File: config.mk
export PLATFORM = sky130hd
export DESIGN_NAME = gray_ptr_decoder
export DESIGN_NICKNAME = d
export VERILOG_FILES = /design/src/rtl/gray_pkg.sv /design/src/rtl/gray2bin_seg.sv /design/src/rtl/gray_ptr_decoder.sv
export SDC_FILE = /design/constraint.sdc
export NUM_CORES = 1
export LEC_CHECK = 0
export CELL_PAD_IN_SITES_DETAIL_PLACEMENT = 0
export CELL_PAD_IN_SITES_GLOBAL_PLACEMENT = 1
export CORE_ASPECT_RATIO = 0.6
export CORE_MARGIN = 2
export CORE_UTILIZATION = 35
export DETAILED_ROUTE_END_ITERATION = 10
export GPL_ROUTABILITY_DRIVEN = 1
export PLACE_DENSITY_LB_ADDON = 0.1
export SLEW_MARGIN = 20
export SYNTH_ARGS = -nofsm -noshare
export SYNTH_HDL_FRONTEND = slang
export SYNTH_SLANG_ARGS = --single-unit
File: constraint.sdc
create_clock -name clk_i -period 2.33 [get_ports clk_i]
set_input_delay 0.466 -clock clk_i [delete_from_list [all_inputs] [get_ports clk_i]]
set_output_delay 0.466 -clock clk_i [all_outputs]
set_load 0.01 [all_outputs]
File: src/rtl/gray_pkg.sv
// rtl/gray_pkg.sv - shared constants and helper functions for the Gray pointer decoder
package gray_pkg;

  localparam int ERR_CNT_W = 8;

  typedef logic [ERR_CNT_W-1:0] err_cnt_t;

  localparam err_cnt_t ERR_CNT_MAX = '1;

  // Full-width reference decode; narrower pointers are zero-extended, which leaves the result unchanged.
  function automatic logic [31:0] gray2bin(input logic [31:0] g);
    logic [31:0] b;
    b[31] = g[31];
    for (int i = 30; i >= 0; i--) begin
      b[i] = b[i+1] ^ g[i];
    end
    return b;
  endfunction

  function automatic int unsigned popcount(input logic [31:0] v);
    int unsigned n;
    n = 0;
    for (int i = 0; i < 32; i++) begin
      n += 32'(v[i]);
    end
    return n;
  endfunction

  // Bits per pipeline segment; trailing segments may be empty and just add a register stage.
  function automatic int seg_width(input int w, input int s);
    return (w + s - 1) / s;
  endfunction

endpackage

File: src/rtl/gray2bin_seg.sv
// rtl/gray2bin_seg.sv - one registered slice of the MSB-first Gray-to-binary XOR chain
module gray2bin_seg #(
  parameter int WIDTH = 5,
  parameter int HI    = 4,
  parameter int LO    = 0
) (
  input  logic             clk,
  input  logic             rst,
  input  logic [WIDTH-1:0] bin_d,
  input  logic [WIDTH-1:0] gray_d,
  input  logic             valid_d,
  output logic [WIDTH-1:0] bin_q,
  output logic [WIDTH-1:0] gray_q,
  output logic             valid_q
);

  // Carry enters from the bit just above this slice; an empty slice (HI < 0) never uses it.
  localparam int CI = (HI < 0) ? 0 : HI + 1;

  logic [WIDTH:0]   ext;
  logic             carry;
  logic [WIDTH-1:0] bin_next;

  // Decode bits HI..LO, continuing the chain from the already-decoded upper bits.
  always_comb begin
    ext      = {1'b0, bin_d};
    carry    = ext[CI];
    bin_next = bin_d;
    for (int i = WIDTH - 1; i >= 0; i--) begin
      if (i <= HI && i >= LO) begin
        carry       = carry ^ gray_d[i];
        bin_next[i] = carry;
      end
    end
  end

  // Register partial binary, the Gray remainder and the qualifier; reset drops any sample in flight.
  always_ff @(posedge clk) begin
    if (rst) begin
      bin_q   <= '0;
      gray_q  <= '0;
      valid_q <= 1'b0;
    end else begin
      bin_q   <= bin_next;
      gray_q  <= gray_d;
      valid_q <= valid_d;
    end
  end

endmodule

File: src/rtl/gray_ptr_decoder.sv
// rtl/gray_ptr_decoder.sv - pipelined Gray pointer decoder with step report; GRAY_PTR_DECODER_STEP_CHECK_EN adds the illegal-step checker
module gray_ptr_decoder
  import gray_pkg::*;
#(
  parameter int WIDTH  = 5,
  parameter int STAGES = 2
) (
  input  logic                 clk_i,
  input  logic                 rst_i,
  input  logic [WIDTH-1:0]     gray_i,
  input  logic                 gray_valid_i,
  input  logic                 err_clr_i,
  output logic [WIDTH-1:0]     bin_o,
  output logic                 bin_valid_o,
  output logic [WIDTH-1:0]     step_o,
  output logic                 step_err_o,
  output logic [ERR_CNT_W-1:0] err_cnt_o
);

  localparam int SW = seg_width(WIDTH, STAGES);

  logic [STAGES:0][WIDTH-1:0] bin_p;
  logic [STAGES:0][WIDTH-1:0] gray_p;
  logic [STAGES:0]            valid_p;

  assign bin_p[0]   = '0;
  assign gray_p[0]  = gray_i;
  assign valid_p[0] = gray_valid_i;

  for (genvar k = 0; k < STAGES; k++) begin : g_seg
    localparam int HI     = WIDTH - 1 - k * SW;
    localparam int LO_RAW = WIDTH - (k + 1) * SW;
    localparam int LO     = (LO_RAW < 0) ? 0 : LO_RAW;

    gray2bin_seg #(
      .WIDTH (WIDTH),
      .HI    (HI),
      .LO    (LO)
    ) u_seg (
      .clk     (clk_i),
      .rst     (rst_i),
      .bin_d   (bin_p[k]),
      .gray_d  (gray_p[k]),
      .valid_d (valid_p[k]),
      .bin_q   (bin_p[k+1]),
      .gray_q  (gray_p[k+1]),
      .valid_q (valid_p[k+1])
    );
  end

  logic unused_gray;
  assign unused_gray = ^gray_p[STAGES];

  logic             last_valid;
  logic [WIDTH-1:0] bin_hold;
  logic [WIDTH-1:0] step_hold;
  logic [WIDTH-1:0] step_now;
  logic             out_first;

  assign last_valid = valid_p[STAGES];

  // Step against the last delivered value; modulo wrap falls out of WIDTH-bit subtraction.
  always_comb begin
    step_now = '0;
    if (!out_first) begin
      step_now = bin_p[STAGES] - bin_hold;
    end
  end

  assign bin_valid_o = last_valid;
  assign bin_o       = last_valid ? bin_p[STAGES] : bin_hold;
  assign step_o      = last_valid ? step_now : step_hold;

  // Hold the delivered value and step so outputs stay put across bubbles.
  always_ff @(posedge clk_i) begin
    if (rst_i) begin
      bin_hold  <= '0;
      step_hold <= '0;
      out_first <= 1'b1;
    end else if (last_valid) begin
      bin_hold  <= bin_p[STAGES];
      step_hold <= step_now;
      out_first <= 1'b0;
    end
  end

`ifdef GRAY_PTR_DECODER_STEP_CHECK_EN
  logic [WIDTH-1:0]  prev_gray;
  logic              in_first;
  logic              err_in;
  logic [STAGES-1:0] err_pipe;
  err_cnt_t          err_cnt;

  // More than one changed bit between accepted samples cannot be a legal Gray step.
  always_comb begin
    err_in = 1'b0;
    if (!in_first) begin
      err_in = popcount(32'(gray_i ^ prev_gray)) > 1;
    end
  end

  // Track the previous accepted sample, erroneous ones included.
  always_ff @(posedge clk_i) begin
    if (rst_i) begin
      prev_gray <= '0;
      in_first  <= 1'b1;
    end else if (gray_valid_i) begin
      prev_gray <= gray_i;
      in_first  <= 1'b0;
    end
  end

  // Carry the error flag alongside its sample through the decode pipeline.
  always_ff @(posedge clk_i) begin
    if (rst_i) begin
      err_pipe <= '0;
    end else begin
      err_pipe <= STAGES'({err_pipe, err_in & gray_valid_i});
    end
  end

  assign step_err_o = last_valid & err_pipe[STAGES-1];

  // Saturating error counter; a clear beats an increment in the same cycle.
  always_ff @(posedge clk_i) begin
    if (rst_i) begin
      err_cnt <= '0;
    end else if (err_clr_i) begin
      err_cnt <= '0;
    end else if (step_err_o && err_cnt != ERR_CNT_MAX) begin
      err_cnt <= err_cnt + 1'b1;
    end
  end

  assign err_cnt_o = err_cnt;
`else
  logic unused_clr;
  assign unused_clr = err_clr_i;

  assign step_err_o = 1'b0;
  assign err_cnt_o  = '0;
`endif

endmodule

==> metrics.md <==
| Metric | Value |
|---|---|
| Status | `completed` |
| Critical path launch point type | `register` |
| Router iterations before antenna repair | `4` |
| Fin util | `0.483` |
| Max-slew violations | `0` |
| Die Area | `3440 um^2` |
| Cell area after layout | `1380 um^2` |
| First-pass GRT wire length | `3110 um` |
| Max VDD drop | `351 uV` |
| Worst min-delay path class | `reg -> reg` |
| Iteration-0 DRC count of the detailed router | `22` |
| Overall die height | `46.2 um` |
| Final Skew | `0.00487 ns` |
| Worst setup margin | `0.0437 ns` |
| DR vias/cell | `4.27` |
| CTS buffer count | `3` |
| ANT nets after route | `0` |
| H-tree lvl count | `1` |
| Clock transition at the registers of the reported paths | `0.09 ns` |
| Width of the die | `74.4 um` |
| Clock tree buffer depth | `2` |
| Worst Path Max Fanout | `2` |
| Commonest non-fill, non-tap cell in the layout | `dfxtp_1` |
| DR WL/cell | `11.0 um` |
| CP delay by family, top | `adder cells` |
| Critical path required time | `1.86 ns` |
| Routability cong. | `0.739` |
| Top post-synthesis cells by area | `dfxtp_1 (44%), nor2b_1 (11%), buf_4 (6.5%)` |
| Max incr delay on CP | `0.34 ns` |
| Total wire length | `1950 um` |
| Area leader, netlist | `dfxtp_1` |
| Area grow syn2layout | `32.5%` |
| RSZ-0062 raised after global routing | `yes` |
| Io pins | `29` |
| Crit path time final | `2.29 ns` |
| Max-cap violation count | `0` |
| # fillers | `270` |
| Reg area | `462 um^2` |
| Clock Sinks | `23` |
| GRT Total Usage | `0.123` |
| Yosys top cell area share | `0.442` |
| Grt ovf | `0` |
| Slowest cell on the critical path | `dfxtp_2` |
| CP Capture Type | `output port` |
| Count of cell types in the netlist | `29` |
| Pwr/cell area | `577 nW/um^2` |
| Vias in the first global route | `695` |
| Layout net count | `151` |
| Largest net degree at the start of global routing | `18` |
| Hold Fails Final Rpt | `0` |
| Share of cells above drive strength 1 | `0.213` |
| Initial antenna violation count | `0` |
| Yosys warning count | `0` |
| Starting Density | `0.365` |
| Crit path cell chain | `inv_2, ha_4, fa_2, nand2b_4, buf_6, a32o_2, buf_6` |
| Num rows | `15` |
| TritonCTS clock tree | `built` |
| WP data arrival | `1.82 ns` |
| F_max | `0.437 GHz` |
| Seq/Total Area, Yosys | `0.442` |
| Avg Synthesized Cell Area | `9.73 um^2` |
| Leakage | `0.566 nW` |
| Placed cell areas | `1280 um^2` |
| Vias after detailed routing | `760` |
| Number of port buffers | `18` |
| Antenna cells | `0` |
| Synth Instances | `107` |
| Clock Latency Late Sink | `0.26 ns` |
| Mapped cell area | `1040 um^2` |
| Most common cell on crit path | `buf_6` |
| HPWL Detailed | `1440 um` |
| Crit Path Class | `reg -> out` |
| Worst Path Buf+Inv | `3` |
| Number of setup violations in the final report | `0` |
| CTS root buf | `clkbuf_8` |
| DRC | `0` |
| Seq cells post-synth | `23` |
| Pwr Total | `0.000795 W` |
| Pre-CTS setup slack | `-0.335 ns` |
| Area of the multi-input gates | `533 um^2` |
| Final period util | `0.981` |
| Most frequent cells in the layout | `dfxtp_1 (22), nor2b_1 (18), clkdlybuf4s50_1 (14)` |
| Core area | `2850 um^2` |
-- layer usage --
layer | wire (um) | up-vias | global-route usage
met1 | 1000 | 346 | 0.167
li1 | - | 390 | -
met4 | 17 | 0 | 0.0321
met3 | 115 | 2 | 0.0503
met5 | 0 | - | 0
met2 | 819 | 22 | 0.181
-- what timing repair did --
| item | CTS | global route |
|---|---|---|
| gates resized for setup | 24 | 1 |
| hold buffers | 0 | 0 |
| pin swaps | 0 | 2 |
| endpoints found under the setup margin | 4 | 3 |
| setup buffers | 0 | 2 |
-- area by class of cell --
type | instances | area share
clock inverter | 1 | 0.00544
inverter | 7 | 0.0191
clock buffer | 3 | 0.0299
multi-input combinational | 73 | 0.387
tap | 42 | 0.0381
timing repair buffer | 29 | 0.186
sequential | 23 | 0.335
-- flip-flops by register name (all words and copies together) (netlist names) --
signal               flops
out_first                1
g_seg.u_seg.bin_q        8
bin_hold                 5
g_seg.u_seg.gray_q       2
step_hold                5
g_seg.u_seg.valid_q      2
-- cells in the mapped netlist --
master / number
fa_1: 1
buf_6: 1
o2bb2ai_1: 2
clkbuf_1: 2
xnor2_1: 4
nand2b_1: 2
a221oi_1: 1
nor2_1: 7
o21ai_0: 4
dfxtp_1: 23
nand2b_4: 1
buf_4: 9
a21o_1: 1
ha_1: 4
a31oi_1: 1
mux2_2: 2
a211o_1: 1
nand4b_1: 1
nand3_1: 1
inv_1: 7
conb_1: 1
nor4b_1: 2
or4b_4: 1
a32o_1: 1
nand2_1: 4
nor3_1: 1
nor2b_1: 18
xor2_1: 2
a21oi_1: 2
-- per-stage QoR --
stage / hold WS, ns / TNS, ns / instances
floorplan: 0.414 / 0 / 115
global placement: 0.421 / -0.425 / 172
detailed placement: 0.428 / -0.539 / 172
CTS: 0.449 / 0 / 176
global route: 0.467 / -0.0687 / 178
finish: 0.445 / 0 / 178
-- path summary, 6_finish.rpt --
kind / startpoint / to / slack, ns / cells after the start
min: g_seg[0].u_seg.bin_q[4] / g_seg[1].u_seg.bin_q[4] / 0.45 / 1
max: g_seg[1].u_seg.bin_q[0] / step_o[2] / 0.04 / 7
max reg2reg: g_seg[1].u_seg.bin_q[0] / step_hold[4] / 0.60 / 8
min reg2reg: g_seg[0].u_seg.bin_q[4] / g_seg[1].u_seg.bin_q[4] / 0.45 / 1
-- report_power, final --
group          switching (W)  total, W  internal (W)  leakage (nW)
Sequential        0.00000960  0.000420      0.000411         0.189
Combinational      0.0000583  0.000124     0.0000660         0.355
Clock               0.000130  0.000251      0.000121        0.0217
-- logic make-up (layout without fill, tap and decap cells) --
family	count (synthesis)	in the layout	share of synthesized area
simple gates	38	38	0.221
flops	23	23	0.442
buf+inv	19	40	0.108
compound gates	13	13	0.0854
xor+xnor	6	6	0.0505
fa+ha+maj	5	5	0.0673
mux	2	2	0.0216
other cells	1	9	0.00360
Note: power is estimated with default switching activity, not from simulation.
